$ cat config.mk
export PLATFORM = sky130hd
export DESIGN_NAME = cla_pipelined_adder
export DESIGN_NICKNAME = d
export VERILOG_FILES = /design/src/rtl/cla_pipelined_adder.sv
export SDC_FILE = /design/constraint.sdc
export NUM_CORES = 1
export LEC_CHECK = 0
export BUFFER_PORTS_ARGS = -buffer_cell sky130_fd_sc_hd__buf_4
export CAP_MARGIN = 20
export CORE_MARGIN = 2
export CORE_UTILIZATION = 45
export DETAILED_ROUTE_END_ITERATION = 10
export PLACE_DENSITY = 0.65
export SYNTH_ARGS = -nofsm -noshare
export SYNTH_HDL_FRONTEND = slang
export SYNTH_SLANG_ARGS = --single-unit
$ cat constraint.sdc
create_clock -name clk -period 9.4 [get_ports clk]
set_input_delay 0.94 -clock clk [delete_from_list [all_inputs] [get_ports clk]]
set_output_delay 0.94 -clock clk [all_outputs]
set_load 0.1 [all_outputs]
$ cat src/rtl/cla_pipelined_adder.sv
// Pipelined add/subtract unit. Each stage resolves one SLICE-bit slice through
// cascaded 4-bit carry-lookahead groups; the slice carry is registered into the next stage.
module cla_pipelined_adder #(
  parameter int WIDTH = 16,
  parameter int SLICE = 4
) (
  input  logic             clk,
  input  logic             rst,
  input  logic             inValid,
  output logic             inReady,
  input  logic [WIDTH-1:0] a,
  input  logic [WIDTH-1:0] b,
  input  logic             carryInput,
  input  logic             subtract,
  output logic             outValid,
  input  logic             outReady,
  output logic [WIDTH-1:0] sum,
  output logic             carryOutput,
  output logic             overflow
);

  localparam int STAGES = WIDTH / SLICE;
  localparam int GROUPS = SLICE / 4;

  // Returns {carry into bit 3, carry out, 4-bit sum} of one lookahead group.
  function automatic logic [5:0] cla4(input logic [3:0] x, input logic [3:0] y,
                                      input logic cin);
    logic [3:0] p;
    logic [3:0] g;
    logic [4:0] c;
    p    = x ^ y;
    g    = x & y;
    c[0] = cin;
    c[1] = g[0] | (p[0] & cin);
    c[2] = g[1] | (p[1] & g[0]) | (p[1] & p[0] & cin);
    c[3] = g[2] | (p[2] & g[1]) | (p[2] & p[1] & g[0]) | (p[2] & p[1] & p[0] & cin);
    c[4] = g[3] | (p[3] & g[2]) | (p[3] & p[2] & g[1]) | (p[3] & p[2] & p[1] & g[0])
         | (p[3] & p[2] & p[1] & p[0] & cin);
    return {c[3], c[4], p ^ c[3:0]};
  endfunction

  // Level 0 is the input register; level k+1 is the output of stage k.
  logic             vld_p [0:STAGES];
  logic [WIDTH-1:0] acc_p [0:STAGES];
  logic             cry_p [0:STAGES];
  logic [WIDTH-1:0] opA_p [0:STAGES-1];
  logic [WIDTH-1:0] opB_p [0:STAGES-1];
  logic             ovf_p;

  logic [WIDTH-1:0] accNxt [0:STAGES-1];
  logic             cryNxt [0:STAGES-1];
  logic             msbCin;
  logic [5:0]       grp;
  logic             advance;

  assign advance     = ~vld_p[STAGES] | outReady;
  assign inReady     = advance & ~rst;
  assign outValid    = vld_p[STAGES];
  assign sum         = acc_p[STAGES];
  assign carryOutput = cry_p[STAGES];
  assign overflow    = ovf_p;

  // msbCin ends holding the carry into the top column of the last stage.
  always_comb begin
    grp    = '0;
    msbCin = 1'b0;
    for (int k = 0; k < STAGES; k++) begin
      accNxt[k] = acc_p[k];
      cryNxt[k] = cry_p[k];
      for (int g = 0; g < GROUPS; g++) begin
        grp = cla4(opA_p[k][k*SLICE+4*g +: 4], opB_p[k][k*SLICE+4*g +: 4], cryNxt[k]);
        accNxt[k][k*SLICE+4*g +: 4] = grp[3:0];
        cryNxt[k] = grp[4];
        msbCin    = grp[5];
      end
    end
  end

  // Valid chain: every level shifts on advance, bubbles included.
  always_ff @(posedge clk) begin
    if (rst) begin
      for (int k = 0; k <= STAGES; k++) vld_p[k] <= 1'b0;
    end else if (advance) begin
      vld_p[0] <= inValid;
      for (int k = 0; k < STAGES; k++) vld_p[k+1] <= vld_p[k];
    end
  end

  // Datapath: operands are conditioned for subtraction as they enter level 0.
  always_ff @(posedge clk) begin
    if (rst) begin
      acc_p[STAGES] <= '0;
      cry_p[STAGES] <= 1'b0;
      ovf_p         <= 1'b0;
    end else if (advance) begin
      opA_p[0] <= a;
      opB_p[0] <= b ^ {WIDTH{subtract}};
      cry_p[0] <= carryInput ^ subtract;
      acc_p[0] <= '0;
      for (int k = 0; k < STAGES; k++) begin
        acc_p[k+1] <= accNxt[k];
        cry_p[k+1] <= cryNxt[k];
      end
      for (int k = 0; k < STAGES - 1; k++) begin
        opA_p[k+1] <= opA_p[k];
        opB_p[k+1] <= opB_p[k];
      end
      ovf_p <= msbCin ^ cryNxt[STAGES-1];
    end
  end

endmodule
* Yosys cells after proc, flatten, opt, wreduce, memory -nomap -nowiden
Memory sizes are Yosys's and may differ from the RTL's. Index checks and enable logic that the tools add are counted.
Storage, ports and cells: input bits 38, bits in registers 1, bits in writable memories 218, word-level logic and storage cells 148, memories 5
Operators by class: multiplexer cells 12, bitwise operators 130
Memories:
- acc_p | depth 5, width 16, rd ports 5, clocked after memory_dff 0, write ports 5, line 44 | logic [WIDTH-1:0] acc_p [0:STAGES];
- opA_p | depth 4, width 16, rd ports 4, clocked after memory_dff 0, write ports 4, line 46 | logic [WIDTH-1:0] opA_p [0:STAGES-1];
- opB_p | depth 4, width 16, rd ports 4, clocked after memory_dff 0, write ports 4, line 47 | logic [WIDTH-1:0] opB_p [0:STAGES-1];
- cry_p | depth 5, width 1, rd ports 5, clocked after memory_dff 0, write ports 5, line 45 | logic cry_p [0:STAGES];
- vld_p | depth 5, width 1, rd ports 5, clocked after memory_dff 0, write ports 5, line 43 | logic vld_p [0:STAGES];
Operators with widths (number):
- $and 1x1->1 | 65
- $or 1x1->1 | 48
- $xor 4x4->4 | 8
- $and 4x4->4 | 4
- $mux 16 | 1
- $xor 16x16->16 | 1
- $mux 1 | 11
- $not 1->1 | 2
- $xor 1x1->1 | 2

* Longest topological paths before layout
Gate-level depths: netlist (run 1).
depth after elaboration 7, depth in mapped cells 4, depth with buffers taken out 4

* Least setup slack after synthesis (run 1)
No wires, ideal clock.
path type input port to output port, start point in outReady, end point out inReady, path buffers 0, slack 4.600 ns, cell stages on the path 3, data required time 8.460 ns, data arrival time 3.860 ns, cells stage by stage nand2b_4 -> nand2_1 -> inv_1
Between the ends: cells in the longest elaborated chain, start to end 2
RTL lines:
- start: declaration | line 16 | input logic outReady,
- $or 1x1->1 | line 56 | assign advance = ~vld_p[STAGES] | outReady;
- $and 1x1->1 | line 57 | assign inReady = advance & ~rst;
- end: declaration | line 10 | output logic inReady,
No other way between the ends.

* Final worst setup path (run 1)
start point in rst, end point out inReady
Between the ends: cells in the longest elaborated chain, start to end 2
RTL lines:
- start: declaration | line 8 | input logic rst,
- $not 1->1 | line 57
- $and 1x1->1 | line 57
No other way between the ends.

==> results.cfg, run 1 <==
[run_status]
status = finished, final reports clean

[clocking]
cts_tree = yes
cts_hold_buffers = 0
clk_path_buf_depth = 2
cts_setup_buffers = 0
cts_root_buf = clkbuf_8
ctsResizeCount = 0
clk_latency_ns = 0.50
numCtsBuffers = 17
h-tree-depth = 4
clock_sinks = 131
clk_pin_slew_ns = 0.06

[logic_synthesis]
synth_flop_cell = edfxtp_1
synth_compound_gate_area_share_pct = 4.01
synth_top_family_by_area = adder cells
syn_avg_cell_area_um2 = 19.4
synth-xor-area-share_pct = 4.79
synthSimpleGateAreaFrac_pct = 4.21
ys_seq_elements = 131
synth_edf_count = 130
synth_area_um2 = 4930
synth_fp_nets = 313
ys_warn_count = 0
yosysSeqAreaShare_pct = 79.5
syn_inst = 255
async_reset_ff_share_pct = 0
synth_cell_types = 33
synthMuxAreaShare_pct = 0.203
synthAdderAreaFrac_pct = 5.68

[routing]
wirelength_mm = 6.15
routedWlPerCell_um = 12.9
ant_nets = 0
vias = 2206
vias_per_cell = 4.62
drtIter0Drc = 99
drc_errors = 0
dr.pass1.iters = 4

[hold_path]
hold_end = opB_p[2][12]$_DFFE_PN_
hold_depth = 0
hold_path_class = reg -> reg
min_from = opB_p[1][12]$_DFFE_PN_

[timing]
rsz0062_at_grt = false
worst_pin_slew_ns = 1.00
finalSetupTns_ns = 0
slew_viol_final = 0
maxSlewHeadroom_pct = 33.3
hold_viol = 0
max_freq_mhz = 308
min_period_ns = 3.24
fin_skew_ns = 0.00814
setup_viol = 0
finalCritPeriodShare_pct = 34.5

[pwr]
power_uw = 1440
power.density_nw_per_um2 = 238
power_leakage_uw = 0.00240
p_int_uw = 1100
pwr-share-comb_pct = 10.3
seqPwrFrac_pct = 49.7
power.switching_uw = 343
power.share.clock_pct = 40.0
netSwitchingFraction_pct = 23.8
irDropWorstVdd_v = 0.000123

[cells_and_area]
final_cells = 478
synthToLayoutAreaGrowth_pct = 22.6
final_cell_mix = 130 x edfxtp_1, 58 x buf_4, 22 x xor2_1
drive_above_1_share_pct = 30.8
antenna_cells = 0
finalNetCount = 384
stdcell_area_um2 = 6050
mostFrequentLayoutCell = edfxtp_1
fin_util_pct = 56.1

[place]
place_hpwl_mm = 3.97
gp_congestion = 0.715
io_buffers = 57
placed_cells = 447
dpl_cell_area_um2 = 5520

[floorplan]
die_h_um = 109
rows = 38
initial_core_util_pct = 45.7
ios = 58
die_w_um = 109
dieArea_um2 = 11800
coreArea_um2 = 10800

[setup_path]
ff2ff_path_depth = 4
timing.rr.end = opA_p[1][7]$_DFFE_PN_
r2r-start = vld_p[0][4]$_SDFFCE_PP0P_
cp_data_arrival_time_ns = 2.30
r2r_slack_ns = 7.00
cp_max_fo = 28
start_kind = input pin
cp-end-kind = output port
crit_type = in -> out
required_ns = 8.46

[grt]
grt_pass1_vias = 2190
grt_max_degree = 85
gr-total-overflow = 0
antenna_found_initial = 0
grt_pass1_wl_mm = 10.3
grt_usage_pct = 11.8

[flow_run]
cap_violations = 0
## cell usage after synthesis (2+ instances only)
| master | number | share of area, % |
|---|---|---|
| xor2_1 | 22 | 3.9 |
| ha_1 | 16 | 4.1 |
| inv_1 | 13 | 0.99 |
| nand3_1 | 2 | 0.20 |
| o21ai_0 | 4 | 0.41 |
| fa_1 | 4 | 1.6 |
| and3_1 | 5 | 0.63 |
| edfxtp_1 | 130 | 79 |
| a21o_1 | 7 | 1.1 |
| nor2_1 | 3 | 0.23 |
| a211oi_1 | 3 | 0.46 |
| xnor2_1 | 5 | 0.89 |
| a21oi_1 | 3 | 0.30 |
| o21bai_1 | 3 | 0.46 |
| buf_4 | 2 | 0.30 |
| clkbuf_1 | 4 | 0.30 |
| and3_2 | 13 | 2.0 |
## sequential cells by signal, summed over array words and instances (netlist names)
| signal | flops |
|---|---|
| opB_p | 40 |
| acc_p | 40 |
| cry_p | 5 |
| opA_p | 40 |
| overflow | 1 |
| vld_p | 5 |
## final cells by class
type | count | area [um^2]
multi-input combinational | 105 | 932
inverter | 13 | 51.3
sequential | 131 | 3920
clock buffer | 19 | 422
tap | 140 | 175
timing repair buffer | 58 | 435
fill | 851 | 4740
clock inverter | 12 | 113
## worst max path at each step
| stage | startpoint | to | slack (ns) | cells past startpoint |
|---|---|---|---|---|
| finish | rst | inReady | 6.16 | 5 |
| global route | rst | inReady | 5.98 | 5 |
| CTS | rst | inReady | 6.12 | 5 |
| detailed placement | rst | inReady | 6.12 | 5 |
| global placement | rst | inReady | 6.16 | 5 |
| floorplan | outReady | inReady | 4.60 | 3 |
## metrics by stage
| step | setup slack [ns] | hold WS [ns] |
|---|---|---|
| floorplan | 4.60 | 0.400 |
| global placement | 6.16 | 0.402 |
| detailed placement | 6.12 | 0.405 |
| CTS | 6.12 | 0.414 |
| global route | 5.98 | 0.422 |
| finish | 6.16 | 0.412 |
## layer usage
metal	track usage, %	wire, um	up-vias
met5	0	0	-
met3	3.95	295	4
met2	17.7	3010	53
li1	-	-	1115
met1	15.2	2780	1034
met4	6.32	57	0
## kinds of logic after synthesis
group	after synthesis
flip-flops	131
AND/OR/NAND/NOR	30
AO/OA/AOI/OAI	27
XOR/XNOR	27
adder cells (fa/ha/maj)	20
buffers and inverters	19
multiplexers	1
## power groups by stage
stage / clock (uW) / combinational (uW) / sequential [uW]
after floorplan: 0 / 55.9 / 783
after global placement: 0 / 148 / 726
after detailed placement: 0 / 151 / 728
after CTS: 591 / 151 / 716
after global routing: 619 / 162 / 720
final: 576 / 149 / 716
## critical path, cell delays in order
cell     delay (ns)
buf_4          0.11
inv_1          0.34
nand2_1        0.21
inv_4          0.31
buf_4          0.36
Power figures use the tool's default switching activity.
==> inputs of run 2 (changes only) <==
Settings changed: ABC_AREA from default to 1, PLACE_DENSITY 0.65 to 0.68.
Clock period 9.4 ns to 2.7 ns, I/O delays scaled along.
==> run 2 against run 1 <==
  * Synthesized area is 0.56% higher
  * Utilization is 2.8 points higher
  * Design area is 4.9% higher
  * Global-route usage hardly changed
  * Die area is 0.53% higher
  * Register-to-register slack worse by 6.0 ns
  * Synthesized cell count is 14% higher
  * Routed wire length is 1.6% higher
  * Sequential power grew to 3.5 times the previous value
  * Setup slack worse by 5.4 ns
  * Clock skew is 0.0039 ns lower
  * First-iteration DRC count is 3.0% higher
==> results.cfg, run 2 <==
[routing]
vias = 2348
dr.pass1.iters = 4
wirelength_mm = 6.25
ant_nets = 0
routedWlPerCell_um = 11.7
vias_per_cell = 4.40
drc_errors = 0
drtIter0Drc = 102

[floorplan]
die_w_um = 109
dieArea_um2 = 11900
ios = 58
coreArea_um2 = 10800
initial_core_util_pct = 46.0
rows = 38
die_h_um = 109

[logic_synthesis]
synth_edf_count = 130
synthTopCellsByArea = edfxtp_1 79%, xor2_1 4.4%, ha_1 4.0%
synth_most_common_cell = edfxtp_1
yosysSeqAreaShare_pct = 79.1
ys_warn_count = 0
synth_area_um2 = 4960
synth_cell_types = 20
ys_seq_elements = 131
syn_avg_cell_area_um2 = 17.1
synth_flop_cell = edfxtp_1
synthTopCellsByCount = 130 x edfxtp_1, 36 x inv_1, 25 x xor2_1
post-synth-top-area-cell = edfxtp_1
async_reset_ff_share_pct = 0
synth_fp_nets = 348
syn_inst = 290
synth.top_cell.area_share_pct = 78.7

[cells_and_area]
final_cells = 534
final_cell_mix = 130 x edfxtp_1, 60 x buf_4, 36 x inv_1
antenna_cells = 0
layout.area.seq_um2 = 3920
multi_input_area_um2 = 851
drive_above_1_share_pct = 26.9
synthToLayoutAreaGrowth_pct = 28.0
finalNetCount = 439
reg.largest.list = acc_p (40), opA_p (40), opB_p (40)
num-fill-cells = 802
mostFrequentLayoutCell = edfxtp_1

[grt]
grt_pass1_wl_mm = 10.3
grt_usage_pct = 11.8
gr-total-overflow = 0
antenna_found_initial = 0
grt_pass1_vias = 2285
grt_max_degree = 48

[hold_path]
min_from = b[2]
hold_path_class = in -> reg

[setup_path]
crit_type = reg -> out
cp_max_fo = 9
required_ns = 2.43
cp_data_arrival_time_ns = 1.64
r2r-start = vld_p[0][4]$_SDFFCE_PP0P_
cp-end-kind = output port
start_kind = register
crit_start = vld_p[0][4]$_SDFFCE_PP0P_
r2r_slack_ns = 1.01

[clocking]
h-tree-depth = 4
clk_path_buf_depth = 2
cts_root_buf = clkbuf_8
ctsResizeCount = 0
clk_latency_ns = 0.52
cts_tree = yes
clk_pin_slew_ns = 0.06
clock_sinks = 131
numCtsBuffers = 17

[run_status]
status = finished, final reports clean

[timing]
maxSlewHeadroom_pct = 41.1
finalCritPeriodShare_pct = 70.8
setup_viol = 0
hold_viol = 0
fin_skew_ns = 0.00422
rsz0062_at_grt = false
fin_ws_ns = 0.789
slew_viol_final = 0
max_freq_mhz = 523
whs_ns = 0.0474
min_period_ns = 1.91
worst_pin_slew_ns = 0.881

[place]
gp_congestion = 0.767
io_buffers = 57
pre_cts_slack_ns = 0.987
placed_cells = 486
place_hpwl_mm = 3.91

[pwr]
irDropWorstVdd_v = 0.000385
power.density_nw_per_um2 = 872
power_uw = 5540
power_leakage_uw = 0.00261

[flow_run]
cap_violations = 0
run 2: cell types whose count changed in the layout (fill, tap and decap cells not counted), moves of 4 or more:
cell,previous run,this run
nor2_2,0,4
o21ai_0,4,0
nand3_1,2,9
nor2_1,3,21
and3_1,5,0
nand2_1,1,20
inv_1,12,36
dlygate4sd3_1,0,16
bufinv_16,1,5
and3_2,13,0
a21o_1,7,3
run 2: path summary, 6_finish.rpt:
kind | cells past startpoint | to
worst max-delay path | 4 | inReady
worst max register to register | 4 | opB_p[1][12]$_DFFE_PN_
worst min-delay path | 2 | opB_p[0][2]$_DFFE_PN_
worst min register to register | 0 | opA_p[3][13]$_DFFE_PN_
run 2: repair_timing:
item | 4_1_cts | 5_1_grt
endpoints found under the hold margin | 16 | 0
setup buffers | 0 | 0
hold buffers | 16 | 0
run 2: through the flow:
stage	TNS, ns	area, um^2	utilization, %
3_5_place_dp	0	5550	51.4
6_report	0	6350	58.8
3_3_place_gp	0	5550	51.4
2_1_floorplan	-111.76	4960	-
4_1_cts	0	6350	58.8
5_1_grt	0	6350	58.8
run 2: cells by family (layout without fill, tap and decap cells):
logic type / Yosys count / in the layout / synth area share [%]
compound gates: 9 / 9 / 1.21
flops: 131 / 131 / 79.1
fa+ha+maj: 20 / 20 / 5.65
buf+inv: 43 / 147 / 3.78
simple gates: 60 / 60 / 5.52
xor+xnor: 27 / 27 / 4.77
run 2: critical path: stages, from the launching register on:
cell	delay, ns
edfxtp_1	0.38
nand2_1	0.09
inv_2	0.06
nor2_4	0.23
buf_4	0.35
run 2: final cells by class:
type / instances / share of cell area, %
multi-input cells: 116 / 13.4
clock buffers: 17 / 6.52
well taps: 140 / 2.76
flip-flops and latches: 131 / 61.8
inverters: 39 / 2.31
repair buffers: 76 / 9.62
clock inverters: 15 / 3.61
run 2: layer usage:
| metal | vias up | wire length [um] | share of wire, % | track usage [%] |
|---|---|---|---|---|
| li1 | 1193 | - | - | - |
| met1 | 1088 | 2720 | 44 | 13.9 |
| met2 | 59 | 3070 | 49 | 18.5 |
| met3 | 8 | 333 | 5.3 | 4.90 |
| met4 | 0 | 125 | 2.0 | 6.32 |
| met5 | - | 0 | 0 | 0 |
run 2: power by group:
group | total, uW | leakage (uW) | internal [uW] | switching (uW)
clock | 2440 | 0.000303 | 1600 | 836
combinational | 598 | 0.000982 | 183 | 414
sequential | 2510 | 0.00132 | 2460 | 48.4
==> inputs of run 3 (changes only) <==
Settings changed: PLACE_DENSITY 0.68 to 0.65.
Clock period 2.7 ns to 1.8 ns, I/O delays scaled along.
==> run 3 against run 2 <==
  * Via count up 3.9%
  * Register-to-register slack worse by 0.72 ns
  * Critical path depth unchanged
  * Flip-flop and latch count unchanged
  * Non-clock buffer count up 19
  * Sequential share of layout area down 1.7 points
  * Setup slack worse by 0.69 ns
  * Clock skew up 0.0027 ns
  * First-iteration DRC count up 52%
==> results.cfg, run 3 (synthesized netlist as in run 2, its figures left out) <==
[run_status]
status = finished, final reports clean

[floorplan]
dieArea_um2 = 11900
die_h_um = 109
initial_core_util_pct = 46.0
rows = 38
ios = 58
die_w_um = 109
coreArea_um2 = 10800

[timing]
fin_skew_ns = 0.00691
max_freq_mhz = 589
fin_ws_ns = 0.102
maxSlewHeadroom_pct = 74.7
worst_pin_slew_ns = 0.379
finalCritPeriodShare_pct = 94.3
hold_viol = 0
setup_viol = 0
slew_viol_final = 0
min_period_ns = 1.70
rsz0062_at_grt = false

[cells_and_area]
layout.area.seq_um2 = 3920
drive_above_1_share_pct = 25.2
antenna_cells = 0
final_cell_mix = 130 x edfxtp_1, 57 x buf_4, 36 x inv_1
mostFrequentLayoutCell = edfxtp_1
finalNetCount = 458
num-fill-cells = 804
reg.largest.list = acc_p (40), opA_p (40), opB_p (40)
synthToLayoutAreaGrowth_pct = 31.7
multi_input_area_um2 = 851

[routing]
wirelength_mm = 6.66
routedWlPerCell_um = 12.0
dr.pass1.iters = 4
vias_per_cell = 4.41
drc_errors = 0
ant_nets = 0
drtIter0Drc = 155
vias = 2440

[clocking]
cts_root_buf = clkbuf_8
clk_path_buf_depth = 2
cts_setup_buffers = 0
clock_sinks = 131
clk_pin_slew_ns = 0.05
h-tree-depth = 4
numCtsBuffers = 17
clk_latency_ns = 0.51
cts_tree = yes

[grt]
grt_usage_pct = 12.7
grt_max_degree = 62
antenna_found_initial = 0
grt_pass1_vias = 2443
gr-total-overflow = 0
grt_pass1_wl_mm = 11.1

[setup_path]
start_kind = register
cp_max_fo = 5
ff2ff_path_depth = 6
crit_type = reg -> out
cp_data_arrival_time_ns = 1.52
required_ns = 1.62
cp-end-kind = output port

[pwr]
power.density_nw_per_um2 = 1240
power_uw = 8120
power_leakage_uw = 0.00268
irDropWorstVdd_v = 0.000589

[place]
io_buffers = 57
gp_congestion = 0.736
pre_cts_slack_ns = 0.313
place_hpwl_mm = 3.89

[hold_path]
hold_depth = 6
hold_path_class = in -> reg

[flow_run]
cap_violations = 0
-- run 3: report_power, final --
group	total [uW]	switching (uW)	internal, uW
Sequential	3760	74.4	3690
Combinational	942	633	309
Clock	3420	1190	2230
Total	8120	1900	6230
-- run 3: worst max-delay path, stage by stage, from the launching register on --
cell	delay, ns
edfxtp_1	0.38
nand2_1	0.09
inv_2	0.06
nor2_4	0.24
buf_8	0.24
-- run 3: worst paths after layout --
kind	startpoint	end	slack (ns)
min reg2reg	opA_p[0][14]$_DFFE_PN_	opA_p[1][14]$_DFFE_PN_	0.41
min	outReady	overflow$_SDFFE_PP0N_	0.07
max reg2reg	opA_p[2][9]$_DFFE_PN_	cry_p[0][3]$_DFFE_PN_	0.29
max	vld_p[0][4]$_SDFFCE_PP0P_	inReady	0.10
-- run 3: cell type report --
type	count	share of cell area (%)
flip-flops and latches	131	60.1
multi-input cells	116	13.0
repair buffers	95	12.8
clock buffers	17	6.34
clock inverters	15	2.91
well taps	140	2.68
inverters	39	2.24
-- run 3: timing repair --
item	4_1_cts	5_1_grt
setup endpoints to repair	1	1
hold endpoints to repair	35	0
resized for setup	1	1
hold buffers	35	0
-- run 3: stage by stage --
| step | hold slack [ns] | util [%] | setup TNS (ns) | std cells | instance area [um^2] |
|---|---|---|---|---|---|
| after global routing | 0.0945 | 60.5 | 0 | 553 | 6530 |
| final | 0.0662 | 60.5 | 0 | 553 | 6530 |
| after detailed placement | 0.359 | 51.6 | 0 | 486 | 5570 |
| after CTS | 0.0408 | 60.5 | 0 | 553 | 6530 |
| after global placement | 0.358 | 51.6 | 0 | 486 | 5570 |
| after floorplan | 0.279 | - | -234.53 | 290 | 4960 |
-- run 3: per-layer routing --
metal | vias up | track usage, % | wire length (um)
li1 | 1229 | - | -
met1 | 1139 | 14.7 | 2830
met2 | 61 | 20.6 | 3370
met3 | 11 | 4.72 | 339
met4 | 0 | 6.59 | 119
met5 | - | 0 | 0
